[src/rtl/op_pipe_alu.sv]
// rtl/op_pipe_alu.sv - pipelined shift/compare/select operator unit with accumulator
module op_pipe_alu #(
    parameter int WIDTH  = 32,
    parameter int STAGES = 2
) (
    input  logic             clk,
    input  logic             rst_n,
    input  logic             in_valid,
    output logic             in_ready,
    input  logic [3:0]       in_op,
    input  logic [WIDTH-1:0] in_a,
    input  logic [WIDTH-1:0] in_b,
    input  logic [WIDTH-1:0] in_mask,
    input  logic             in_sel,
    output logic             out_valid,
    input  logic             out_ready,
    output logic [WIDTH-1:0] out_res,
    output logic             out_flag,
    output logic             out_err,
    output logic [WIDTH-1:0] acc_q
);
    localparam int               SHW     = $clog2(WIDTH);
    localparam logic [WIDTH-1:0] WIDTH_V = WIDTH'(WIDTH);

    localparam logic [3:0] OP_PASS    = 4'd0;
    localparam logic [3:0] OP_SHL     = 4'd1;
    localparam logic [3:0] OP_SHR     = 4'd2;
    localparam logic [3:0] OP_SRA     = 4'd3;
    localparam logic [3:0] OP_EQ      = 4'd4;
    localparam logic [3:0] OP_NE      = 4'd5;
    localparam logic [3:0] OP_WEQ     = 4'd6;
    localparam logic [3:0] OP_WNE     = 4'd7;
    localparam logic [3:0] OP_SEL     = 4'd8;
    localparam logic [3:0] OP_ACC_LD  = 4'd9;
    localparam logic [3:0] OP_ACC_SHL = 4'd10;
    localparam logic [3:0] OP_ACC_SRA = 4'd11;

    // Amounts of WIDTH or more saturate instead of wrapping the SHW-bit field.
    function automatic logic [WIDTH-1:0] shift_op(input logic [WIDTH-1:0] v,
                                                  input logic [WIDTH-1:0] amt,
                                                  input logic             left,
                                                  input logic             arith);
        logic [SHW-1:0] s;
        logic           big;
        s   = amt[SHW-1:0];
        big = (amt >= WIDTH_V);
        if (left)
            shift_op = big ? '0 : (v << s);
        else if (arith)
            shift_op = big ? {WIDTH{v[WIDTH-1]}} : $unsigned($signed(v) >>> s);
        else
            shift_op = big ? '0 : (v >> s);
    endfunction

    logic [STAGES-1:0] v_q;
    logic [STAGES-1:0] adv;
    logic [STAGES-1:0] flag_q;
    logic [STAGES-1:0] err_q;
    logic [WIDTH-1:0]  res_q [STAGES];

    logic [WIDTH-1:0]  c_res;
    logic [WIDTH-1:0]  acc_nx;
    logic [WIDTH-1:0]  acc_d;
    logic              c_flag;
    logic              c_err;
    logic              is_cmp;
    logic              acc_we;
    logic              weq;
    logic              accept;

    assign accept = in_valid & in_ready;

    always_comb begin
        c_res  = '0;
        c_flag = 1'b0;
        c_err  = 1'b0;
        is_cmp = 1'b0;
        acc_we = 1'b0;
        acc_nx = acc_q;
        weq    = (((in_a ^ in_b) & ~in_mask) == '0);
        case (in_op)
            OP_PASS:    c_res = in_a;
            OP_SHL:     c_res = shift_op(in_a, in_b, 1'b1, 1'b0);
            OP_SHR:     c_res = shift_op(in_a, in_b, 1'b0, 1'b0);
            OP_SRA:     c_res = shift_op(in_a, in_b, 1'b0, 1'b1);
            OP_EQ:      begin is_cmp = 1'b1; c_flag = (in_a == in_b); end
            OP_NE:      begin is_cmp = 1'b1; c_flag = (in_a != in_b); end
            OP_WEQ:     begin is_cmp = 1'b1; c_flag = weq;  end
            OP_WNE:     begin is_cmp = 1'b1; c_flag = ~weq; end
            OP_SEL:     c_res = in_sel ? in_a : in_b;
            OP_ACC_LD:  begin acc_we = 1'b1; acc_nx = in_a; end
            OP_ACC_SHL: begin acc_we = 1'b1; acc_nx = shift_op(acc_q, in_b, 1'b1, 1'b0); end
            OP_ACC_SRA: begin acc_we = 1'b1; acc_nx = shift_op(acc_q, in_b, 1'b0, 1'b1); end
            default:    c_err = 1'b1;
        endcase
        if (is_cmp)
            c_res = {{(WIDTH-1){1'b0}}, c_flag};
        if (acc_we)
            c_res = acc_nx;
        acc_d = (accept && acc_we) ? acc_nx : acc_q;
    end

    // A stage may move if any stage at or after it is empty, or the consumer takes a result.
    always_comb begin : advance
        logic hole;
        adv  = '0;
        hole = out_ready;
        for (int k = STAGES - 1; k >= 0; k--) begin
            hole   = hole | ~v_q[k];
            adv[k] = hole;
        end
    end

    assign in_ready = adv[0];

    always_ff @(posedge clk or negedge rst_n) begin
        if (!rst_n) begin
            v_q    <= '0;
            flag_q <= '0;
            err_q  <= '0;
            acc_q  <= '0;
            for (int k = 0; k < STAGES; k++)
                res_q[k] <= '0;
        end else begin
            acc_q <= acc_d;
            if (adv[0]) begin
                v_q[0] <= accept;
                if (accept) begin
                    res_q[0]  <= c_res;
                    flag_q[0] <= c_flag;
                    err_q[0]  <= c_err;
                end
            end
            for (int k = 1; k < STAGES; k++) begin
                if (adv[k]) begin
                    v_q[k] <= v_q[k-1];
                    if (v_q[k-1]) begin
                        res_q[k]  <= res_q[k-1];
                        flag_q[k] <= flag_q[k-1];
                        err_q[k]  <= err_q[k-1];
                    end
                end
            end
        end
    end

    assign out_valid = v_q[STAGES-1];
    assign out_res   = res_q[STAGES-1];
    assign out_flag  = flag_q[STAGES-1];
    assign out_err   = err_q[STAGES-1];
endmodule

[config.mk]
export PLATFORM = sky130hd
export DESIGN_NAME = op_pipe_alu
export DESIGN_NICKNAME = d
export VERILOG_FILES = /design/src/rtl/op_pipe_alu.sv
export SDC_FILE = /design/constraint.sdc
export NUM_CORES = 1
export LEC_CHECK = 0
export ABC_AREA = 1
export BUFFER_PORTS_ARGS = -buffer_cell sky130_fd_sc_hd__buf_2
export CELL_PAD_IN_SITES_DETAIL_PLACEMENT = 0
export CELL_PAD_IN_SITES_GLOBAL_PLACEMENT = 1
export CORE_MARGIN = 1
export CORE_UTILIZATION = 43
export CTS_CLUSTER_DIAMETER = 120
export DETAILED_ROUTE_END_ITERATION = 10
export PLACE_DENSITY_LB_ADDON = 0.15
export SLEW_MARGIN = 10
export SYNTH_ARGS = -nofsm -noshare
export SYNTH_HDL_FRONTEND = slang
export SYNTH_SLANG_ARGS = --single-unit
[constraint.sdc]
create_clock -name clk -period 4.4 [get_ports clk]
set_clock_uncertainty 0.15 [all_clocks]
set_input_delay 0.22 -clock clk [delete_from_list [all_inputs] [get_ports clk]]
set_output_delay 0.22 -clock clk [all_outputs]
set_load 0.03 [all_outputs]
## Word-level counts from Yosys, hierarchy flattened

Cells that the tools add are included.

- Logic and storage cells: 59
- Flip-flop bits (word level): 102
- Output and inout port bits: 68
- Bits of input ports: 105

- Equal/unequal tests: 13
- Magnitude comparators: 1
- Shift operators: 5
- Reduce and logical (&&, ||, !) cells: 8
- Multiplexer cells: 14
- Bitwise gates (word level): 9

Operators by type and width:

| cell | count |
|---|---|
| 32-bit two-way mux | 8 |
| 32-bit case mux with 5 select lines | 1 |
| 32-bit case mux with 3 select lines | 1 |
| 32-bit by 5-bit << shifter with 32-bit output | 2 |
| 32-bit by 5-bit >>> shifter with 32-bit output | 2 |
| 32-bit AND | 1 |
| 32-bit == test | 1 |
| 32-bit by 6-bit greater-or-equal comparator with 1-bit output, second input constant | 1 |
| 32-bit zero test | 1 |
| 32-bit inequality test | 1 |
| 32-bit inverter | 1 |
| 32-bit by 5-bit right shift with 32-bit output | 1 |
| 32-bit XOR | 1 |
| 4-bit by 3-bit == test with 1-bit output, second input constant | 4 |
| 4-bit == test, second input constant | 4 |
| 12-bit OR reduction | 1 |
| 4-bit by 2-bit == test with 1-bit output, second input constant | 2 |
| 4-bit by 1-bit == test with 1-bit output, second input constant | 1 |
| 4-bit zero test | 1 |
| 1-bit case mux with 4 select lines | 1 |
| 2-bit AND reduction | 2 |
| 4-bit OR reduction | 1 |
| 1-bit two-way mux | 3 |
| 1-bit inverter | 3 |
| 4 further kinds | 5 |

## Longest topological paths before layout

- Word-level depth: 7
- Mapped depth: 17

## Worst setup path after synthesis

Ideal clock, no wire load.

- Path type: register to register
- From: register v_q[1]
- To: register res_q[55] in the netlist's numbering
- Clock period less this slack: 2016 ps
- Arrival time: 1797 ps
- Path buffers: 2
- Path slack: 2384 ps
- Stages on the path, launching flop included: 7
- Cells stage by stage: dfrtp_1 -> nand3_1 -> nand2_1 -> clkbuf_1 -> clkbuf_1 -> nand2_1 -> nand3_1

- Longest elaborated chain between the ends: 5

RTL lines:

| what | RTL line | RTL |
|---|---|---|
| from (decl) | 55 | `logic [STAGES-1:0] v_q;` |
| from (signal, indexed assignment) | 136 | `v_q[k] <= v_q[k-1];` |
| 1-bit inverter (*) | 109 | `hole = hole \| ~v_q[k];` |
| 1-bit bitwise OR (*) (2 in a row) | 109 |  |
| net in_ready | 9 | `output logic in_ready,` |
| 1-bit AND | 71 | `assign accept = in_valid & in_ready;` |
| 2-bit AND reduction (no source line) (*) | -- |  |
| to (signal, indexed assignment) | 138 | `res_q[k] <= res_q[k-1];` |
| to (decl) | 59 | `logic [WIDTH-1:0] res_q [STAGES];` |

The timed path passes the listed nets; every way through them passes the cells marked *.
A chain may end at the register's enable or synchronous reset.

## Final worst setup path

- From: input out_ready
- To: register acc_q[17]

- Longest elaborated chain between the ends: 4

RTL lines:

| what | RTL line | RTL |
|---|---|---|
| from (decl) | 16 | `input logic out_ready,` |
| 1-bit bitwise OR (2 in a row) | 109 |  |
| 1-bit AND | 71 |  |
| 1-bit logical AND | 100 | `acc_d = (accept && acc_we) ? acc_nx : acc_q;` |
| to (signal assigned) | 121 | `acc_q <= '0;` |
| to (signal assigned) | 125 | `acc_q <= acc_d;` |
| to (decl) | 20 | `output logic [WIDTH-1:0] acc_q` |

Every way passes these cells.

==> impl_metrics.env <==
export IMPL_yosysWarningCount=0
export IMPL_core_um2=30590
export IMPL_grt_start_max_net_pins=99
export IMPL_rows=64
export IMPL_hp_class="in2reg"
export IMPL_rr_endpoint="acc_q[17]"
export IMPL_cp_max_fo=60
export IMPL_vias=17960
export IMPL_worst_r2r_setup_slack_ps=1570
export IMPL_ant_nets=0
export IMPL_gp_congestion=1.072
export IMPL_port_buffer_count=172
export IMPL_ctsResizeCount=0
export IMPL_yosysUniqueCellTypes=39
export IMPL_fillers=3498
export IMPL_worstPathBufferInverterCount=4
export IMPL_max_freq_mhz=344.7
export IMPL_ys_ff_latch=102
export IMPL_syn2layout_area_growth_pct=8.425
export IMPL_final_common_cell="nand2_1"
export IMPL_seq_area_frac_synth=0.1905
export IMPL_setup_ws_ps=1499
export IMPL_initial_utilization=0.4379
export IMPL_drt_total_wl_um=69800
export IMPL_grt_pass1_vias=16340
export IMPL_drv_slew=0
export IMPL_finalHoldViolCount=0
export IMPL_synth_top_area_share=0.2797
export IMPL_finalInstanceArea_um2=14520
export IMPL_top_usage_layer="met2"
export IMPL_cts_tree="yes"
export IMPL_cts_made_buffers=9
export IMPL_place_area_um2=14190
export IMPL_grt_pass1_wl_um=102100
export IMPL_yosys_area_top_type="nand2_1"
export IMPL_layout_common_cells="nand2_1, nand3_1, nor2_1"
export IMPL_leakagePower_nw=7.775
export IMPL_cts_num_sinks=102
export IMPL_rsz0062_at_grt="false"
export IMPL_status="completed"
export IMPL_worstRegToRegCells=6
export IMPL_fin_nets=2658
export IMPL_cellPowerDensity_nw_per_um2=254.7
export IMPL_multi_input_area_um2=9371
export IMPL_peakVddDrop_mv=0.1852
export IMPL_synthesis_area_um2=13400
export IMPL_cpMostUsedCell="nand2_1"
export IMPL_hold_end="err_q[0]"
export IMPL_arrival_ps=3030
export IMPL_insertion_delay_ps=370
export IMPL_fin_total_pwr_mw=3.699
export IMPL_die_area_um2=31860
export IMPL_worst_setup_path_start_kind="input pin"
export IMPL_syn_num_nets=2610
export IMPL_path_clk_slew_ps=80
export IMPL_cts_root_buf="clkbuf_16"
export IMPL_crit_type="in2reg"
export IMPL_ios=173
export IMPL_path_cells="dlygate4sd3_1 > buf_2 > inv_1 > nand3_1 > nand2_1 > nor2_4 > buf_4 > nand2_1 > o21ai_0"
export IMPL_cap_violations=0
export IMPL_end_kind="flip-flop"
export IMPL_crit_required_ps=4530
export IMPL_worstHoldStart="in_op[3]"
export IMPL_drive_gt1_frac=0.1130
export IMPL_drt_iter0_drc=2611
export IMPL_holdWs_ps=48.75
export IMPL_crit_path_max_incr_delay_ps=570
export IMPL_post_drt_wl_per_cell_um=23.63
export IMPL_netlist_top_cells_area="nand2_1, nand3_1, dfrtp_1, nor2_1, inv_1"
export IMPL_use_met2=0.6675
export IMPL_synthCells=2504
export IMPL_cts_setup_buffers=0
export IMPL_antenna_found_initial=3
export IMPL_finalCriticalPeriod_ps=2901
export IMPL_first_pass_iters=6
export IMPL_die_h_um=178.5
export IMPL_slew_headroom=0.2480
export IMPL_syn_area_per_cell_um2=5.350
export IMPL_seq_area_um2=2552
export IMPL_final_setup_tns_ps=0
export IMPL_crit_family="simple AND/OR/NAND/NOR gates"
export IMPL_drc=0
export IMPL_grt_util_met1=0.5593
export IMPL_finalCritPeriodShare=0.6594
export IMPL_worstHoldPathCells=3
export IMPL_tightest_slew_ps=1124
export IMPL_die_w_um=178.5
export IMPL_r2r_start="v_q[1]"
export IMPL_setup_viol=0
export IMPL_dp_hpwl_um=53970
export IMPL_grt_overflow=0
export IMPL_avgViaCountPerCell=6.081
export IMPL_met3_usage=0.06095
export IMPL_h_tree_depth=3
export IMPL_pre_cts_ws_ps=1364
export IMPL_grt_use_total=0.4388
export IMPL_timing_critical_path_slowest_stage_cell="nand2_1"
export IMPL_cts_max_path_buffers=2
## cell usage after synthesis, drive strengths merged
library cell and instances:
nand2 1000, nand3 534, nor2 218, inv 146
buf 131, o21ai 121, dfrtp 102, a21oi 72
clkbuf 43, o211ai 35, mux2 28, nand3b 17
nand4 11, nor3 11, and2 9, clkinv 8
a211oi 4, a31oi 4, a22oi 3, or2 3
ha 1, nor3b 1, o21a 1, o22ai 1
## worst reg2reg max path: stages (launching register included)
cell and delay (ps):
dfrtp_1 410, nand3_1 130, nand2_1 570, nor2_4 300
buf_4 570, nand2_1 440, o21ai_0 180
## kinds of logic (layout without fill, tap and decap cells)
family,Yosys count,in the layout,share of synthesized area
and+or+nand+nor,1804,1804,0.5726
adders and majority gates,1,1,0.0009339
buffers and inverters,328,381,0.1108
muxes,28,28,0.02354
AOI/OAI and AO/OA,241,241,0.1016
DFF,102,102,0.1905
other,0,1,0
## repair_timing
item,4_1_cts,5_1_grt
endpoints found under the setup margin,0,0
endpoints found under the hold margin,65,0
hold buffers,2,0
## where the power goes
group / total [mW] / internal [mW] / switching [mW]
combinational: 1.67 / 0.471 / 1.20
clock: 0.849 / 0.410 / 0.439
sequential: 1.18 / 1.05 / 0.124
total: 3.70 / 1.93 / 1.77
## how the worst max path moves through the flow
stage / start / to / slack, ps / cells past startpoint
global placement: in_b[2] / acc_q[13] / 1410 / 13
global route: out_ready / acc_q[17] / 1370 / 9
finish: out_ready / acc_q[17] / 1500 / 9
floorplan: v_q[1] / res_q[55] / 2380 / 6
CTS: out_ready / acc_q[17] / 1570 / 9
detailed placement: in_b[2] / acc_q[13] / 1360 / 13
## state kept, by name, indices dropped and copies added (netlist names)
name	cells
acc_q	32
out_res	32
res_q	32
err_q	2
flag_q	2
v_q	2
## per-stage QoR
step | util | std cells
after CTS | 0.4747 | 2953
after global placement | 0.4638 | 2935
after floorplan | - | 2504
after detailed placement | 0.4638 | 2935
after global routing | 0.4747 | 2953
final | 0.4748 | 2954
## per-layer routing
layer / vias up / wire length (µm)
met3: 244 / 6813
li1: 8244 / -
met5: - / 23
met4: 4 / 5981
met2: 1182 / 30140
met1: 8290 / 26840
## layout make-up
cell class,count,area share
sequential,102,0.1757
inverter,154,0.04023
multi-input combinational,2074,0.6452
clock inverter,7,0.006116
tap,396,0.03411
clock buffer,9,0.01551
antenna,1,0.0001723
timing repair buffer,211,0.08287
(Power assumes the default switching activity.)
